<file path="config.mk">
export PLATFORM = sky130hd
export DESIGN_NAME = reg_bus_arbiter_flat
export DESIGN_NICKNAME = d
export VERILOG_FILES = /design/src/rtl/reg_bus_arbiter_pkg.sv /design/src/rtl/reg_bus_arbiter_if.sv /design/src/rtl/reg_bus_arbiter.sv /design/src/flat_wrapper.sv
export SDC_FILE = /design/constraint.sdc
export NUM_CORES = 1
export LEC_CHECK = 0
export ABC_CLOCK_PERIOD_IN_PS = 10200
export CORE_MARGIN = 3
export CORE_UTILIZATION = 43
export DETAILED_ROUTE_END_ITERATION = 6
export PLACE_DENSITY_LB_ADDON = 0.3
export SLEW_MARGIN = 10
export SYNTH_ARGS = -nofsm -noshare
export SYNTH_HDL_FRONTEND = slang
export SYNTH_SLANG_ARGS = --single-unit
</file>
<file path="constraint.sdc">
create_clock -name clk -period 10.2 [get_ports clk]
set_input_delay 2.04 -clock clk [delete_from_list [all_inputs] [get_ports clk]]
set_output_delay 2.04 -clock clk [all_outputs]
set_load 0.02 [all_outputs]
</file>
<file path="src/rtl/reg_bus_arbiter_pkg.sv">
// Shared types for the register-bus arbiter: local-op FSM states and the bus op record.
package reg_bus_pkg;

  localparam int DWIDTH = 32;
  localparam int ALINES = 7;

  typedef enum logic [1:0] {
    IDLE  = 2'd0,
    L_BUS = 2'd1,
    L_ACK = 2'd2
  } fsm_state_e;

  typedef struct packed {
    logic              we;
    logic              rd;
    logic [ALINES-1:0] addr;
    logic [DWIDTH-1:0] wdata;
  } reg_op_t;

endpackage

</file>
<file path="src/rtl/reg_bus_arbiter_if.sv">
// Bundle of the SPI (S), local (L) and bank (M) sides of the register-bus arbiter.
interface reg_bus_arbiter_if #(
    parameter int DWIDTH = reg_bus_pkg::DWIDTH,
    parameter int ALINES = reg_bus_pkg::ALINES
);
    logic              s_wr;
    logic              s_rd;
    logic [ALINES-1:0] s_addr;
    logic [DWIDTH-1:0] s_wdata;
    logic [DWIDTH-1:0] s_rdata;
    logic              s_err;

    logic              l_req;
    logic              l_we;
    logic [ALINES-1:0] l_addr;
    logic [DWIDTH-1:0] l_wdata;
    logic              l_ack;
    logic [DWIDTH-1:0] l_rdata;

    logic              m_wr;
    logic              m_rd;
    logic [ALINES-1:0] m_addr;
    logic [DWIDTH-1:0] m_wdata;
    logic [DWIDTH-1:0] m_rdata;

    // Arbiter side
    modport slave (
        input  s_wr, s_rd, s_addr, s_wdata, l_req, l_we, l_addr, l_wdata, m_rdata,
        output s_rdata, s_err, l_ack, l_rdata, m_wr, m_rd, m_addr, m_wdata
    );

    // Environment side: SPI slave, local master and register bank together
    modport master (
        output s_wr, s_rd, s_addr, s_wdata, l_req, l_we, l_addr, l_wdata, m_rdata,
        input  s_rdata, s_err, l_ack, l_rdata, m_wr, m_rd, m_addr, m_wdata
    );
endinterface

</file>
<file path="src/rtl/reg_bus_arbiter.sv">
// Shares the register bank port between the SPI slave (fixed priority, never stalled)
// and a req/ack local master served only in bus cycles the SPI side leaves idle.
module reg_bus_arbiter #(
    parameter int DWIDTH = reg_bus_pkg::DWIDTH,
    parameter int ALINES = reg_bus_pkg::ALINES
) (
    input  logic                clk,
    input  logic                rst,
    reg_bus_arbiter_if.slave    bus
);
    import reg_bus_pkg::reg_op_t;
    import reg_bus_pkg::fsm_state_e;
    import reg_bus_pkg::IDLE;
    import reg_bus_pkg::L_BUS;
    import reg_bus_pkg::L_ACK;

    fsm_state_e state;
    reg_op_t    nxt_op;
    logic       load;
    logic       s_stb;
    logic       s_rd_pend;
    logic       l_rd_pend;

    assign s_stb = bus.s_wr | bus.s_rd;

    // A simultaneous wr+rd strobe is a write; the read half is dropped.
    always_comb begin
        load   = 1'b0;
        nxt_op = '0;
        if (s_stb) begin
            load         = 1'b1;
            nxt_op.we    = bus.s_wr;
            nxt_op.rd    = bus.s_rd & ~bus.s_wr;
            nxt_op.addr  = bus.s_addr;
            nxt_op.wdata = bus.s_wdata;
        end else if (state == IDLE && bus.l_req) begin
            load         = 1'b1;
            nxt_op.we    = bus.l_we;
            nxt_op.rd    = ~bus.l_we;
            nxt_op.addr  = bus.l_addr;
            nxt_op.wdata = bus.l_wdata;
        end
    end

    always_ff @(posedge clk or posedge rst) begin
        if (rst) begin
            bus.m_wr    <= 1'b0;
            bus.m_rd    <= 1'b0;
            bus.m_addr  <= '0;
            bus.m_wdata <= '0;
            bus.s_err   <= 1'b0;
            bus.s_rdata <= '0;
            s_rd_pend   <= 1'b0;
        end else begin
            bus.m_wr  <= load & nxt_op.we;
            bus.m_rd  <= load & nxt_op.rd;
            bus.s_err <= bus.s_wr & bus.s_rd;
            if (load) begin
                bus.m_addr  <= nxt_op.addr;
                bus.m_wdata <= nxt_op.wdata;
            end
            // SPI read data is captured at the end of the bus cycle that carried it
            s_rd_pend <= s_stb & nxt_op.rd;
            if (s_rd_pend)
                bus.s_rdata <= bus.m_rdata;
        end
    end

    always_ff @(posedge clk or posedge rst) begin
        if (rst) begin
            state       <= IDLE;
            bus.l_ack   <= 1'b0;
            bus.l_rdata <= '0;
            l_rd_pend   <= 1'b0;
        end else begin
            bus.l_ack <= 1'b0;
            case (state)
                IDLE: begin
                    if (bus.l_req && !s_stb) begin
                        state     <= L_BUS;
                        l_rd_pend <= ~bus.l_we;
                    end
                end
                L_BUS: begin
                    if (l_rd_pend)
                        bus.l_rdata <= bus.m_rdata;
                    bus.l_ack <= 1'b1;
                    state     <= L_ACK;
                end
                // l_req is ignored here so a late deassert cannot relaunch the op
                L_ACK:   state <= IDLE;
                default: state <= IDLE;
            endcase
        end
    end

endmodule

</file>
<file path="src/flat_wrapper.sv">
// flat-port wrapper written by rule: the top's interface ports become plain ports
module reg_bus_arbiter_flat import reg_bus_pkg::reg_op_t; import reg_bus_pkg::fsm_state_e; import reg_bus_pkg::IDLE; import reg_bus_pkg::L_BUS; import reg_bus_pkg::L_ACK;
#(
    parameter int DWIDTH = reg_bus_pkg::DWIDTH,
    parameter int ALINES = reg_bus_pkg::ALINES
)
  (clk, rst, bus_s_wr, bus_s_rd, bus_s_addr, bus_s_wdata, bus_l_req, bus_l_we, bus_l_addr, bus_l_wdata, bus_m_rdata, bus_s_rdata, bus_s_err, bus_l_ack, bus_l_rdata, bus_m_wr, bus_m_rd, bus_m_addr, bus_m_wdata);
  reg_bus_arbiter_if #(.DWIDTH(DWIDTH), .ALINES(ALINES)) bus_i ();
  input  logic clk;
  input  logic rst;
  input wire logic [$bits(bus_i.s_wr)-1:0] bus_s_wr;
  input wire logic [$bits(bus_i.s_rd)-1:0] bus_s_rd;
  input wire logic [$bits(bus_i.s_addr)-1:0] bus_s_addr;
  input wire logic [$bits(bus_i.s_wdata)-1:0] bus_s_wdata;
  input wire logic [$bits(bus_i.l_req)-1:0] bus_l_req;
  input wire logic [$bits(bus_i.l_we)-1:0] bus_l_we;
  input wire logic [$bits(bus_i.l_addr)-1:0] bus_l_addr;
  input wire logic [$bits(bus_i.l_wdata)-1:0] bus_l_wdata;
  input wire logic [$bits(bus_i.m_rdata)-1:0] bus_m_rdata;
  output wire logic [$bits(bus_i.s_rdata)-1:0] bus_s_rdata;
  output wire logic [$bits(bus_i.s_err)-1:0] bus_s_err;
  output wire logic [$bits(bus_i.l_ack)-1:0] bus_l_ack;
  output wire logic [$bits(bus_i.l_rdata)-1:0] bus_l_rdata;
  output wire logic [$bits(bus_i.m_wr)-1:0] bus_m_wr;
  output wire logic [$bits(bus_i.m_rd)-1:0] bus_m_rd;
  output wire logic [$bits(bus_i.m_addr)-1:0] bus_m_addr;
  output wire logic [$bits(bus_i.m_wdata)-1:0] bus_m_wdata;
  assign bus_i.s_wr = bus_s_wr;
  assign bus_i.s_rd = bus_s_rd;
  assign bus_i.s_addr = bus_s_addr;
  assign bus_i.s_wdata = bus_s_wdata;
  assign bus_i.l_req = bus_l_req;
  assign bus_i.l_we = bus_l_we;
  assign bus_i.l_addr = bus_l_addr;
  assign bus_i.l_wdata = bus_l_wdata;
  assign bus_i.m_rdata = bus_m_rdata;
  assign bus_s_rdata = bus_i.s_rdata;
  assign bus_s_err = bus_i.s_err;
  assign bus_l_ack = bus_i.l_ack;
  assign bus_l_rdata = bus_i.l_rdata;
  assign bus_m_wr = bus_i.m_wr;
  assign bus_m_rd = bus_i.m_rd;
  assign bus_m_addr = bus_i.m_addr;
  assign bus_m_wdata = bus_i.m_wdata;
  reg_bus_arbiter #(.DWIDTH(DWIDTH), .ALINES(ALINES)) u_core (.clk(clk), .rst(rst), .bus(bus_i));
endmodule
</file>
==> run metrics <==
Cell Pwr Density=around 180 nW/um^2; critical path launch point type=input pin; Hold Crit Class=flop to flop; number of fill cells in the layout=roughly 740; chip height=106.5 um; Buffers on Ports=222; Post-Synth Simple-Gate Area=7.110%; flops & latches, synth=111; area of the multi-input gates=1444 um^2; Final period util=between 30 and 40%; NumNets Final=approximately 620; DRC=0; cell with the largest stage delay on the worst path=clkdlybuf4s50_1; GP Congestion=roughly 0.76; Global Route Usage Sum=around a fifth; required time worst endpoint=roughly 10 ns; setup TNS=0 ns; crit path kind=input pin to flop; largest net degree at the start of global routing=61; Syn Inst Count=roughly 290; Synth Area in Compound Gates=a little under a tenth; sequential standard cell area=approximately 2800 um^2; post-cts sizing count=0; Syn Area/Cell=approximately 15 um^2; Vias=between 3,000 and 4,000; vias in the first global route=3,491; Peak VDD IR=0.07663 mV; non-filler cells, final=approximately 650; CTS Buffer Depth=2; layout cells sized above 1=approximately 17%; Final HPWL DP=between 8 and 9 mm; syn_nets=approximately 410; LEAKAGE=2.856 nW; # clock sinks=111; Post-DP Area=~6700 um^2; global-route wire length before repair=17.95 mm; mux cell area share after synthesis=16.81%; clk_skew=0.008839 ns; drt wl/cell=17.66 um; CP endpoint kind=flop; worst-path fanout max=30; Post-CTS Hold Buffers=0; adder-cell share of the synthesized area=0%; status=finished, final reports clean; CTS tree=done; max_cap viols=0; I/O pins=223; final count of negative-setup-slack endpoints=0; Synth Cell Area=4347 um^2; First-pass DRT Iterations=4; # rows=36; max-slew violation count=0; diodes inserted=0; Final Instance Area=roughly 7000 um^2; synth unique cells=17; CP max stage delay=around 0.46 ns; Detailed Route Iter0 Violations=~110; Post-CTS Setup Bufs=0; htree depth=3; crit path cell chain=clkdlybuf4s50_1 -> or3b_1 -> nor3_4 -> buf_4 -> mux2i_1; commonest non-fill, non-tap cell in the layout=clkdlybuf4s50_1; initial antenna violation count=0; Period minus WS final=roughly 3.7 ns; Fmax=around 0.27 GHz; most frequent cells in the layout=222 x clkdlybuf4s50_1, 111 x dfrtp_1, 64 x mux2_2; Antenna Violating Nets Remaining=0; RSZ-0062 raised after global routing=no; core area=about 9800 um^2; vias per cell=between 5 and 6; Synthesis Warnings=0; area delta synth->final=58.72%; Worst-path clk slew=0.10 ns; Slew headroom=approximately half; placed insts=between 600 and 700; Initial Util=44.27%; final wirelength=roughly 11 mm; die area=11,350 um^2; total grt overflow=0; DP Worst Slack=6.142 ns; post-route worst setup slack=between 6 and 7 ns; CP arrival=a little under 4 ns; Die X=about 110 um; Worst-Margin Slew=between 0.7 and 0.8 ns; largest family of logic cells by synthesized area=multiplexers; Root Driver=clkbuf_8; Final Hold Viols=0; register area share after synthesis=a little under two thirds; XOR/XNOR Fraction of Synth Area=0%; Num CTS Buffers=9; worst-skew pair later-pin latency=between 0.3 and 0.4 ns
==> power by group <==
part	leakage (nW)	internal, mW	total [mW]	switching, mW
clock network	0.114	0.147	0.290	0.143
registers	1.32	0.511	0.549	0.0383
logic	1.43	0.214	0.386	0.172
total	2.86	0.872	1.23	0.353
==> synthesized netlist by cell type (all sizes together) <==
cell type | instances | area, um^2
buf | 15 | 102.6
clkbuf | 5 | 20.01
nor2b | 42 | 262.8
dfrtp | 111 | 2778
nand2 | 1 | 3.750
inv | 3 | 11.26
or3b | 1 | 8.760
mux2 | 64 | 720.7
a221o | 39 | 390.4
nor3 | 1 | 10.01
and2 | 2 | 12.51
nor2 | 3 | 11.26
mux2i | 1 | 10.01
a21oi | 1 | 5.000
==> worst paths after layout <==
check                                            start                                  to  slack [ns]  cells after the start
min in group asynchronous                          rst  u_core.bus.m_wdata[16]$_DFFE_PP0P_        2.12                      2
max in group asynchronous                          rst  u_core.bus.s_rdata[24]$_DFFE_PP0P_        6.91                      3
setup / recovery                             bus_l_req        u_core.l_rd_pend$_DFFE_PP0P_        6.50                      5
hold / removal             u_core.state[1]$_DFFE_PP0P_         u_core.state[1]$_DFFE_PP0P_        0.48                      1
setup reg to reg           u_core.state[0]$_DFFE_PP0P_        u_core.l_rd_pend$_DFFE_PP0P_        8.23                      4
hold reg to reg            u_core.state[1]$_DFFE_PP0P_         u_core.state[1]$_DFFE_PP0P_        0.48                      1
==> cell families after synthesis <==
group	count (synthesis)
AOI/OAI and AO/OA	40
buffers and inverters	23
DFF	111
muxes	65
and+or+nand+nor	50
==> worst max-delay path, delay by kind of cell <==
family / cells / cell delay [ns]
buffers and inverters: 2 / 0.87
muxes: 1 / 0.23
and+or+nand+nor: 2 / 0.83
==> registers in the layout, summed over array words and instances (netlist names) <==
signal and flops:
u_core.bus.l_ack 1, u_core.bus.l_rdata 32, u_core.bus.m_addr 7, u_core.bus.m_rd 1, u_core.bus.m_wdata 32, u_core.bus.m_wr 1
u_core.bus.s_err 1, u_core.bus.s_rdata 32, u_core.l_rd_pend 1, u_core.s_rd_pend 1, u_core.state 2
==> per-layer routing <==
layer / global-route usage [%] / vias to the layer above / wire length [um]
met5: 0 / - / 0
met4: 4.749 / 0 / 116
met3: 8.197 / 8 / 1192
met2: 35.48 / 155 / 5823
met1: 22.98 / 1586 / 4279
li1: - / 1483 / -
==> through the flow <==
stage | hold slack (ns) | power [mW] | utilization, %
after floorplan | 0.4200 | 0.7305 | -
after global placement | 0.4419 | 0.9365 | 67.92
after detailed placement | 0.4602 | 0.9497 | 67.92
after CTS | 0.4826 | 1.240 | 70.26
after global routing | 0.5260 | 1.283 | 70.26
final | 0.4762 | 1.225 | 70.26
==> final cells by class <==
class	count	area share, %
multi-input combinational	155	20.93
tap	133	2.412
clock buffer	10	1.995
inverter	3	0.1995
clock inverter	6	1.342
timing repair buffer	228	32.86
sequential	111	40.26
(Power assumes the default switching activity.)
